### config.mk
export PLATFORM = sky130hd
export DESIGN_NAME = operand_fetch_flat
export DESIGN_NICKNAME = d
export VERILOG_FILES = /design/src/rtl/operand_fetch_if.sv /design/src/rtl/operand_fetch.sv /design/src/flat_wrapper.sv
export SDC_FILE = /design/constraint.sdc
export NUM_CORES = 1
export LEC_CHECK = 0
export CAP_MARGIN = 20
export CELL_PAD_IN_SITES_DETAIL_PLACEMENT = 1
export CELL_PAD_IN_SITES_GLOBAL_PLACEMENT = 1
export CORE_UTILIZATION = 25
export CTS_CLUSTER_DIAMETER = 100
export DETAILED_ROUTE_END_ITERATION = 8
export PLACE_DENSITY = 0.69
export REMOVE_ABC_BUFFERS = 1
export SKIP_LAST_GASP = 1
export SLEW_MARGIN = 20
export SYNTH_ARGS = -nofsm -noshare
export SYNTH_HDL_FRONTEND = slang
export SYNTH_SLANG_ARGS = --single-unit
### constraint.sdc
create_clock -name clk -period 2.75 [get_ports clk]
set_input_delay 0.4125 -clock clk [delete_from_list [all_inputs] [get_ports clk]]
set_output_delay 0.4125 -clock clk [all_outputs]
set_load 0.01 [all_outputs]
### src/rtl/operand_fetch_if.sv
// Decode-side and execute-side valid/ready handshakes of the operand-fetch stage.
// The stage connects through the slave modport; the surrounding pipeline connects through master.
interface operand_fetch_if #(
    parameter int ADDR_WIDTH = 4,
    parameter int WIDTH      = 32,
    parameter int OP_WIDTH   = 8
);
    logic                  in_valid;
    logic                  in_ready;
    logic [OP_WIDTH-1:0]   in_op;
    logic [ADDR_WIDTH-1:0] in_rd;
    logic [ADDR_WIDTH-1:0] in_rs1;
    logic [ADDR_WIDTH-1:0] in_rs2;
    logic                  in_use1;
    logic                  in_use2;

    logic                  out_valid;
    logic                  out_ready;
    logic [OP_WIDTH-1:0]   out_op;
    logic [ADDR_WIDTH-1:0] out_rd;
    logic [WIDTH-1:0]      out_a;
    logic [WIDTH-1:0]      out_b;

    modport slave (
        input  in_valid, in_op, in_rd, in_rs1, in_rs2, in_use1, in_use2, out_ready,
        output in_ready, out_valid, out_op, out_rd, out_a, out_b
    );

    modport master (
        output in_valid, in_op, in_rd, in_rs1, in_rs2, in_use1, in_use2, out_ready,
        input  in_ready, out_valid, out_op, out_rd, out_a, out_b
    );
endinterface

### src/rtl/operand_fetch.sv
// Operand-fetch stage: reads rs1/rs2 from a registered-read bank and keeps operands coherent with write-back.
// Build option OPF_FORWARD_EN: forward write-back data seen in READ/CAPT; otherwise re-issue the reads.
module operand_fetch #(
    parameter int ADDR_WIDTH = 4,
    parameter int WIDTH      = 32,
    parameter int OP_WIDTH   = 8
) (
    input  logic                  clk,
    input  logic                  rst_n,
    operand_fetch_if.slave        bus,
    output logic                  read_port_1,
    output logic                  read_port_2,
    output logic [ADDR_WIDTH-1:0] addr_port_1,
    output logic [ADDR_WIDTH-1:0] addr_port_2,
    input  logic [WIDTH-1:0]      dout_port_1,
    input  logic [WIDTH-1:0]      dout_port_2,
    input  logic                  wb_en,
    input  logic [ADDR_WIDTH-1:0] wb_addr,
    input  logic [WIDTH-1:0]      wb_data
);
    typedef enum logic [1:0] {IDLE, READ, CAPT, VALID} state_e;

    state_e                state_q, state_d;
    logic [OP_WIDTH-1:0]   op_q, op_d;
    logic [ADDR_WIDTH-1:0] rd_q, rd_d;
    logic [ADDR_WIDTH-1:0] rs1_q, rs1_d;
    logic [ADDR_WIDTH-1:0] rs2_q, rs2_d;
    logic                  use1_q, use1_d;
    logic                  use2_q, use2_d;
    logic                  rp1_q, rp1_d;
    logic                  rp2_q, rp2_d;
    logic                  valid_q, valid_d;
    logic [WIDTH-1:0]      a_q, a_d;
    logic [WIDTH-1:0]      b_q, b_d;

    logic                  accept;
    logic                  hit1, hit2;
    logic [WIDTH-1:0]      cap1, cap2;

    assign bus.in_ready  = (state_q == IDLE) | ((state_q == VALID) & bus.out_ready);
    assign accept        = bus.in_valid & bus.in_ready;
    assign bus.out_valid = valid_q;
    assign bus.out_op    = op_q;
    assign bus.out_rd    = rd_q;
    assign bus.out_a     = a_q;
    assign bus.out_b     = b_q;
    assign read_port_1   = rp1_q;
    assign read_port_2   = rp2_q;
    assign addr_port_1   = rs1_q;
    assign addr_port_2   = rs2_q;

    // A write-back hit only matters for an operand that is actually used.
    assign hit1 = wb_en & (wb_addr == rs1_q) & use1_q;
    assign hit2 = wb_en & (wb_addr == rs2_q) & use2_q;

`ifdef OPF_FORWARD_EN
    logic             fh1_q, fh1_d;
    logic             fh2_q, fh2_d;
    logic [WIDTH-1:0] fd1_q, fd1_d;
    logic [WIDTH-1:0] fd2_q, fd2_d;

    assign cap1 = !use1_q ? '0 : hit1 ? wb_data : fh1_q ? fd1_q : dout_port_1;
    assign cap2 = !use2_q ? '0 : hit2 ? wb_data : fh2_q ? fd2_q : dout_port_2;
`else
    logic reread_q, reread_d;

    assign cap1 = use1_q ? dout_port_1 : '0;
    assign cap2 = use2_q ? dout_port_2 : '0;
`endif

    always_comb begin
        state_d = state_q;
        op_d    = op_q;
        rd_d    = rd_q;
        rs1_d   = rs1_q;
        rs2_d   = rs2_q;
        use1_d  = use1_q;
        use2_d  = use2_q;
        rp1_d   = rp1_q;
        rp2_d   = rp2_q;
        valid_d = valid_q;
        a_d     = a_q;
        b_d     = b_q;
`ifdef OPF_FORWARD_EN
        fh1_d   = fh1_q;
        fh2_d   = fh2_q;
        fd1_d   = fd1_q;
        fd2_d   = fd2_q;
`else
        reread_d = reread_q;
`endif

        case (state_q)
            READ: begin
                rp1_d   = 1'b0;
                rp2_d   = 1'b0;
                state_d = CAPT;
`ifdef OPF_FORWARD_EN
                if (hit1) begin
                    fh1_d = 1'b1;
                    fd1_d = wb_data;
                end
                if (hit2) begin
                    fh2_d = 1'b1;
                    fd2_d = wb_data;
                end
`else
                // The bank returns pre-write data for this read; remember to read again.
                if (hit1 || hit2) reread_d = 1'b1;
`endif
            end
            CAPT: begin
`ifdef OPF_FORWARD_EN
                a_d     = cap1;
                b_d     = cap2;
                valid_d = 1'b1;
                state_d = VALID;
`else
                if (reread_q || hit1 || hit2) begin
                    rp1_d    = use1_q;
                    rp2_d    = use2_q;
                    reread_d = 1'b0;
                    state_d  = READ;
                end else begin
                    a_d     = cap1;
                    b_d     = cap2;
                    valid_d = 1'b1;
                    state_d = VALID;
                end
`endif
            end
            VALID: begin
                if (bus.out_ready) begin
                    valid_d = 1'b0;
                    state_d = IDLE;
                end else begin
                    if (hit1) a_d = wb_data;
                    if (hit2) b_d = wb_data;
                end
            end
            default: ;
        endcase

        // Accept is possible from IDLE or on the VALID handoff edge; it overrides the next state.
        if (accept) begin
            op_d    = bus.in_op;
            rd_d    = bus.in_rd;
            rs1_d   = bus.in_rs1;
            rs2_d   = bus.in_rs2;
            use1_d  = bus.in_use1;
            use2_d  = bus.in_use2;
            rp1_d   = bus.in_use1;
            rp2_d   = bus.in_use2;
            state_d = READ;
`ifdef OPF_FORWARD_EN
            fh1_d   = 1'b0;
            fh2_d   = 1'b0;
`else
            reread_d = 1'b0;
`endif
        end
    end

    always_ff @(posedge clk or negedge rst_n) begin
        if (!rst_n) begin
            state_q <= IDLE;
            op_q    <= '0;
            rd_q    <= '0;
            rs1_q   <= '0;
            rs2_q   <= '0;
            use1_q  <= 1'b0;
            use2_q  <= 1'b0;
            rp1_q   <= 1'b0;
            rp2_q   <= 1'b0;
            valid_q <= 1'b0;
            a_q     <= '0;
            b_q     <= '0;
`ifdef OPF_FORWARD_EN
            fh1_q   <= 1'b0;
            fh2_q   <= 1'b0;
            fd1_q   <= '0;
            fd2_q   <= '0;
`else
            reread_q <= 1'b0;
`endif
        end else begin
            state_q <= state_d;
            op_q    <= op_d;
            rd_q    <= rd_d;
            rs1_q   <= rs1_d;
            rs2_q   <= rs2_d;
            use1_q  <= use1_d;
            use2_q  <= use2_d;
            rp1_q   <= rp1_d;
            rp2_q   <= rp2_d;
            valid_q <= valid_d;
            a_q     <= a_d;
            b_q     <= b_d;
`ifdef OPF_FORWARD_EN
            fh1_q   <= fh1_d;
            fh2_q   <= fh2_d;
            fd1_q   <= fd1_d;
            fd2_q   <= fd2_d;
`else
            reread_q <= reread_d;
`endif
        end
    end
endmodule
### src/flat_wrapper.sv
// flat-port wrapper written by rule: the top's interface ports become plain ports
module operand_fetch_flat 
#(
    parameter int ADDR_WIDTH = 4,
    parameter int WIDTH      = 32,
    parameter int OP_WIDTH   = 8
)
  (clk, rst_n, read_port_1, read_port_2, addr_port_1, addr_port_2, dout_port_1, dout_port_2, wb_en, wb_addr, wb_data, bus_in_valid, bus_in_op, bus_in_rd, bus_in_rs1, bus_in_rs2, bus_in_use1, bus_in_use2, bus_out_ready, bus_in_ready, bus_out_valid, bus_out_op, bus_out_rd, bus_out_a, bus_out_b);
  operand_fetch_if #(.ADDR_WIDTH(ADDR_WIDTH), .WIDTH(WIDTH), .OP_WIDTH(OP_WIDTH)) bus_i ();
  input  logic clk;
  input  logic rst_n;
  output logic read_port_1;
  output logic read_port_2;
  output logic [ADDR_WIDTH-1:0] addr_port_1;
  output logic [ADDR_WIDTH-1:0] addr_port_2;
  input  logic [WIDTH-1:0] dout_port_1;
  input  logic [WIDTH-1:0] dout_port_2;
  input  logic wb_en;
  input  logic [ADDR_WIDTH-1:0] wb_addr;
  input  logic [WIDTH-1:0] wb_data;
  input wire logic [$bits(bus_i.in_valid)-1:0] bus_in_valid;
  input wire logic [$bits(bus_i.in_op)-1:0] bus_in_op;
  input wire logic [$bits(bus_i.in_rd)-1:0] bus_in_rd;
  input wire logic [$bits(bus_i.in_rs1)-1:0] bus_in_rs1;
  input wire logic [$bits(bus_i.in_rs2)-1:0] bus_in_rs2;
  input wire logic [$bits(bus_i.in_use1)-1:0] bus_in_use1;
  input wire logic [$bits(bus_i.in_use2)-1:0] bus_in_use2;
  input wire logic [$bits(bus_i.out_ready)-1:0] bus_out_ready;
  output wire logic [$bits(bus_i.in_ready)-1:0] bus_in_ready;
  output wire logic [$bits(bus_i.out_valid)-1:0] bus_out_valid;
  output wire logic [$bits(bus_i.out_op)-1:0] bus_out_op;
  output wire logic [$bits(bus_i.out_rd)-1:0] bus_out_rd;
  output wire logic [$bits(bus_i.out_a)-1:0] bus_out_a;
  output wire logic [$bits(bus_i.out_b)-1:0] bus_out_b;
  assign bus_i.in_valid = bus_in_valid;
  assign bus_i.in_op = bus_in_op;
  assign bus_i.in_rd = bus_in_rd;
  assign bus_i.in_rs1 = bus_in_rs1;
  assign bus_i.in_rs2 = bus_in_rs2;
  assign bus_i.in_use1 = bus_in_use1;
  assign bus_i.in_use2 = bus_in_use2;
  assign bus_i.out_ready = bus_out_ready;
  assign bus_in_ready = bus_i.in_ready;
  assign bus_out_valid = bus_i.out_valid;
  assign bus_out_op = bus_i.out_op;
  assign bus_out_rd = bus_i.out_rd;
  assign bus_out_a = bus_i.out_a;
  assign bus_out_b = bus_i.out_b;
  operand_fetch #(.ADDR_WIDTH(ADDR_WIDTH), .WIDTH(WIDTH), .OP_WIDTH(OP_WIDTH)) u_core (.clk(clk), .rst_n(rst_n), .bus(bus_i), .read_port_1(read_port_1), .read_port_2(read_port_2), .addr_port_1(addr_port_1), .addr_port_2(addr_port_2), .dout_port_1(dout_port_1), .dout_port_2(dout_port_2), .wb_en(wb_en), .wb_addr(wb_addr), .wb_data(wb_data));
endmodule
==> qor.log <==
qor: sta.rsz0062_at_grt false
qor: route.remaining_drc_errors 10
qor: setup_path.setup.worst_path.start_class flop
qor: sta.worst_tran_pin_value 0.520 ns
qor: clock_tree.cts_buffers 9
qor: placement.i_o_buffers 214
qor: route.vias_per_cell 4.72
qor: logic_synthesis.ys_ff_latch 92
qor: outcome.run_status finished, violations left
qor: logic_synthesis.yosysUniqueCellTypes 29
qor: finish.syn2layout_area_growth 59.3%
qor: floorplanning.start_util 0.258
qor: sta.slew_headroom 0.653
qor: setup_path.timing.critical_path.cells ha_2, a21oi_1, inv_1, clkdlybuf4s50_1
qor: sta.maxClockFrequency 435 MHz
qor: setup_path.crit_type reg -> out
qor: route.dr.first_iter.drc_count 130
qor: finish.nets 681
qor: logic_synthesis.synth_edf_count 0
qor: min_path.hold_path_class in -> async
qor: placement.place_area 0.00714 sq mm
qor: logic_synthesis.synth_largest_type_area_fraction 0.492
qor: floorplanning.die_w 139 microns
qor: logic_synthesis.synth_sequential_area_ratio 0.492
qor: clock_tree.numClockSinks 92
qor: setup_path.critical_path_arrival 1.88 ns
qor: clock_tree.clk-insertion-delay-late 0.34 ns
qor: placement.place_hpwl 11200 microns
qor: clock_tree.postCtsResizedCells 0
qor: finish.multi_input_comb_area 0.00221 sq mm
qor: clock_tree.cts.root.buffer_cell sky130_fd_sc_hd__clkbuf_16
qor: logic_synthesis.synth.most_common_cell sky130_fd_sc_hd__dfrtp_1
qor: route.totalWireLength 14700 microns
qor: global_routing.first_global_vias 3987
qor: route.firstDrtPassIters 7
qor: logic_synthesis.ys.flop_type sky130_fd_sc_hd__dfrtp_1
qor: setup_path.endpoint_kind output port
qor: global_routing.track_usage 0.154
qor: route.postRouteAntennaNets 0
qor: floorplanning.core_area 0.0181 sq mm
qor: logic_synthesis.synth-async-reset-ratio 1.00
qor: finish.num_antenna_cells 0
qor: placement.finalWeightedCongestion 0.800
qor: setup_path.timing.critical_path.slowest_stage_cell sky130_fd_sc_hd__clkdlybuf4s50_1
qor: clock_tree.holdBufCountCts 0
qor: clock_tree.ctsHtreeMaxLevel 3
qor: pwr.power_leakage 3.20 nW
qor: setup_path.slowest_delay 0.55 ns
qor: floorplanning.boundaryPins 215
qor: clock_tree.cts_tree done
qor: global_routing.grt_pass1_wl 23100 microns
qor: clock_tree.clkTransAtPathRegs 0.07 ns
qor: logic_synthesis.synthesis.yosys.warnings 0
qor: outcome.failed_checks design-rule violations
qor: sta.finClkSkew 0.00798 ns
qor: logic_synthesis.syn-mean-instance-area 13.8 sq um
qor: logic_synthesis.syn_area 0.00468 sq mm
qor: global_routing.initial_antenna_violation_count 0
qor: setup_path.critical_path_required 2.34 ns
qor: finish.sequential_cell_area 0.00230 sq mm
qor: flow_run.cap_violations 0
qor: route.routed_vias 3700
qor: sta.post-route-min-period 2.30 ns
qor: finish.finish.utilization 0.411
qor: sta.maxSlewViolCount 0
qor: logic_synthesis.netlist_top_cells_count sky130_fd_sc_hd__dfrtp_1 (92), sky130_fd_sc_hd__a22o_1 (64), sky130_fd_sc_hd__mux2_4 (60)
qor: clock_tree.cts_post_setup_buffers_inserted 0
qor: sta.finalSetupViolations 0
qor: global_routing.grt_max_degree 41
qor: route.wl_per_cell 18.8 microns
qor: pwr.power_density 1070 mW/mm^2
qor: floorplanning.design.die.area 0.0193 sq mm
qor: global_routing.globalRoute.totalOverflow 0
qor: clock_tree.cts.path.max_buffers 2
qor: logic_synthesis.synth_area_leaders sky130_fd_sc_hd__dfrtp_1 (49%), sky130_fd_sc_hd__mux2_4 (19%), sky130_fd_sc_hd__a22o_1 (12%), sky130_fd_sc_hd__mux2_2 (4.8%), sky130_fd_sc_hd__buf_6 (1.4%)
qor: finish.finalInstanceArea 0.00745 sq mm
qor: finish.drive_above_1_share 0.211
qor: logic_synthesis.synth_area_leader_cell sky130_fd_sc_hd__dfrtp_1
qor: sta.post-route-period-util 0.835
qor: finish.fillerInstances 1933
qor: sta.fin_tns_setup 0 ns
qor: setup_path.timing.critical_path.fanout_max 6
qor: sta.holdWs 0.0376 ns
qor: floorplanning.rows 49
qor: logic_synthesis.netlist_instances 338
qor: sta.final-hold-violation-count 0
qor: floorplanning.die_h 139 microns
qor: pwr.max-vdd-ir-drop 0.000413 V
==> area by class of cell <==
class	instances	area share
repair buffers	225	0.308
flip-flops and latches	92	0.309
clock buffers	11	0.0339
well taps	229	0.0384
multi-input cells	210	0.297
clock inverters	5	0.00789
inverters	12	0.00604
==> worst paths after layout <==
path / endpoint / slack (ns) / cells past startpoint / start
worst max-delay path: bus_in_ready / 0.45 / 4 / u_core.state_q[1]
worst min-delay path: u_core.bus.out_op[0] / 0.04 / 1 / rst_n
worst max register to register: u_core.bus.out_a[28] / 0.60 / 7 / u_core.state_q[1]
worst min register to register: u_core.bus.out_b[0] / 0.50 / 1 / u_core.bus.out_b[0]
max in group asynchronous: u_core.bus.out_a[14] / 2.09 / 2 / rst_n
min in group clk: u_core.bus.out_b[0] / 0.50 / 1 / u_core.bus.out_b[0]
==> where the power goes <==
part	internal (mW)	switching (mW)
combinational	2.55	1.82
sequential	1.92	0.389
clock	0.756	0.530
total	5.23	2.74
==> cell usage in the layout (no fill, tap or decap), types with 3 or more instances in the layout <==
cell type,count
sky130_fd_sc_hd__mux2_2,20
sky130_fd_sc_hd__clkbuf_16,9
sky130_fd_sc_hd__nand3_1,4
sky130_fd_sc_hd__mux2_1,4
sky130_fd_sc_hd__a21oi_1,4
sky130_fd_sc_hd__a31oi_1,4
sky130_fd_sc_hd__buf_4,6
sky130_fd_sc_hd__dfrtp_1,92
sky130_fd_sc_hd__nor2b_1,5
sky130_fd_sc_hd__o21ai_0,4
sky130_fd_sc_hd__mux2_4,60
sky130_fd_sc_hd__ha_1,3
sky130_fd_sc_hd__buf_12,6
sky130_fd_sc_hd__o31ai_1,3
sky130_fd_sc_hd__a22o_1,64
sky130_fd_sc_hd__inv_1,12
sky130_fd_sc_hd__o211ai_1,3
sky130_fd_sc_hd__nand2_1,12
sky130_fd_sc_hd__clkdlybuf4s50_1,213
==> sequential cells by signal (all words and copies together), names as in the netlist <==
signal and count:
u_core.read_port_2 1, u_core.use2_q 1, u_core.state_q 2, u_core.addr_port_1 4, u_core.addr_port_2 4, u_core.bus.out_valid 1, u_core.bus.out_b 32, u_core.read_port_1 1
u_core.bus.out_a 32, u_core.reread_q 1, u_core.bus.out_op 8, u_core.use1_q 1, u_core.bus.out_rd 4
==> kinds of logic (layout without fill, tap and decap cells) <==
| family | Yosys count | after routing | synth area share |
|---|---|---|---|
| flip-flops | 92 | 92 | 0.492 |
| multiplexers | 85 | 85 | 0.253 |
| adder cells (fa/ha/maj) | 4 | 4 | 0.0107 |
| AND/OR/NAND/NOR | 30 | 30 | 0.0340 |
| AO/OA/AOI/OAI | 89 | 89 | 0.168 |
| XOR/XNOR | 2 | 2 | 0.00375 |
| buffers and inverters | 36 | 253 | 0.0391 |
==> critical path: cells and delay by family (launching register included) <==
family	cells	cell delay, ns
compound gates	1	0.14
fa+ha+maj	1	0.32
buf+inv	2	0.68
flops	1	0.40
==> layer usage <==
metal | track usage | up-vias | wire [microns]
li1 | - | 1698 | -
met1 | 0.186 | 1862 | 6030
met2 | 0.272 | 119 | 7620
met3 | 0.0242 | 21 | 753
met4 | 0.0678 | 0 | 318
met5 | 0 | - | 0
==> through the flow <==
step	instances	power, mW	setup WS, ns
CTS	784	8.10	0.430
global placement	768	6.63	0.208
detailed placement	768	6.75	0.158
finish	784	7.97	0.454
global route	784	8.45	0.358
floorplan	314	4.69	-1.01
Note: power is estimated with default switching activity, not from simulation.
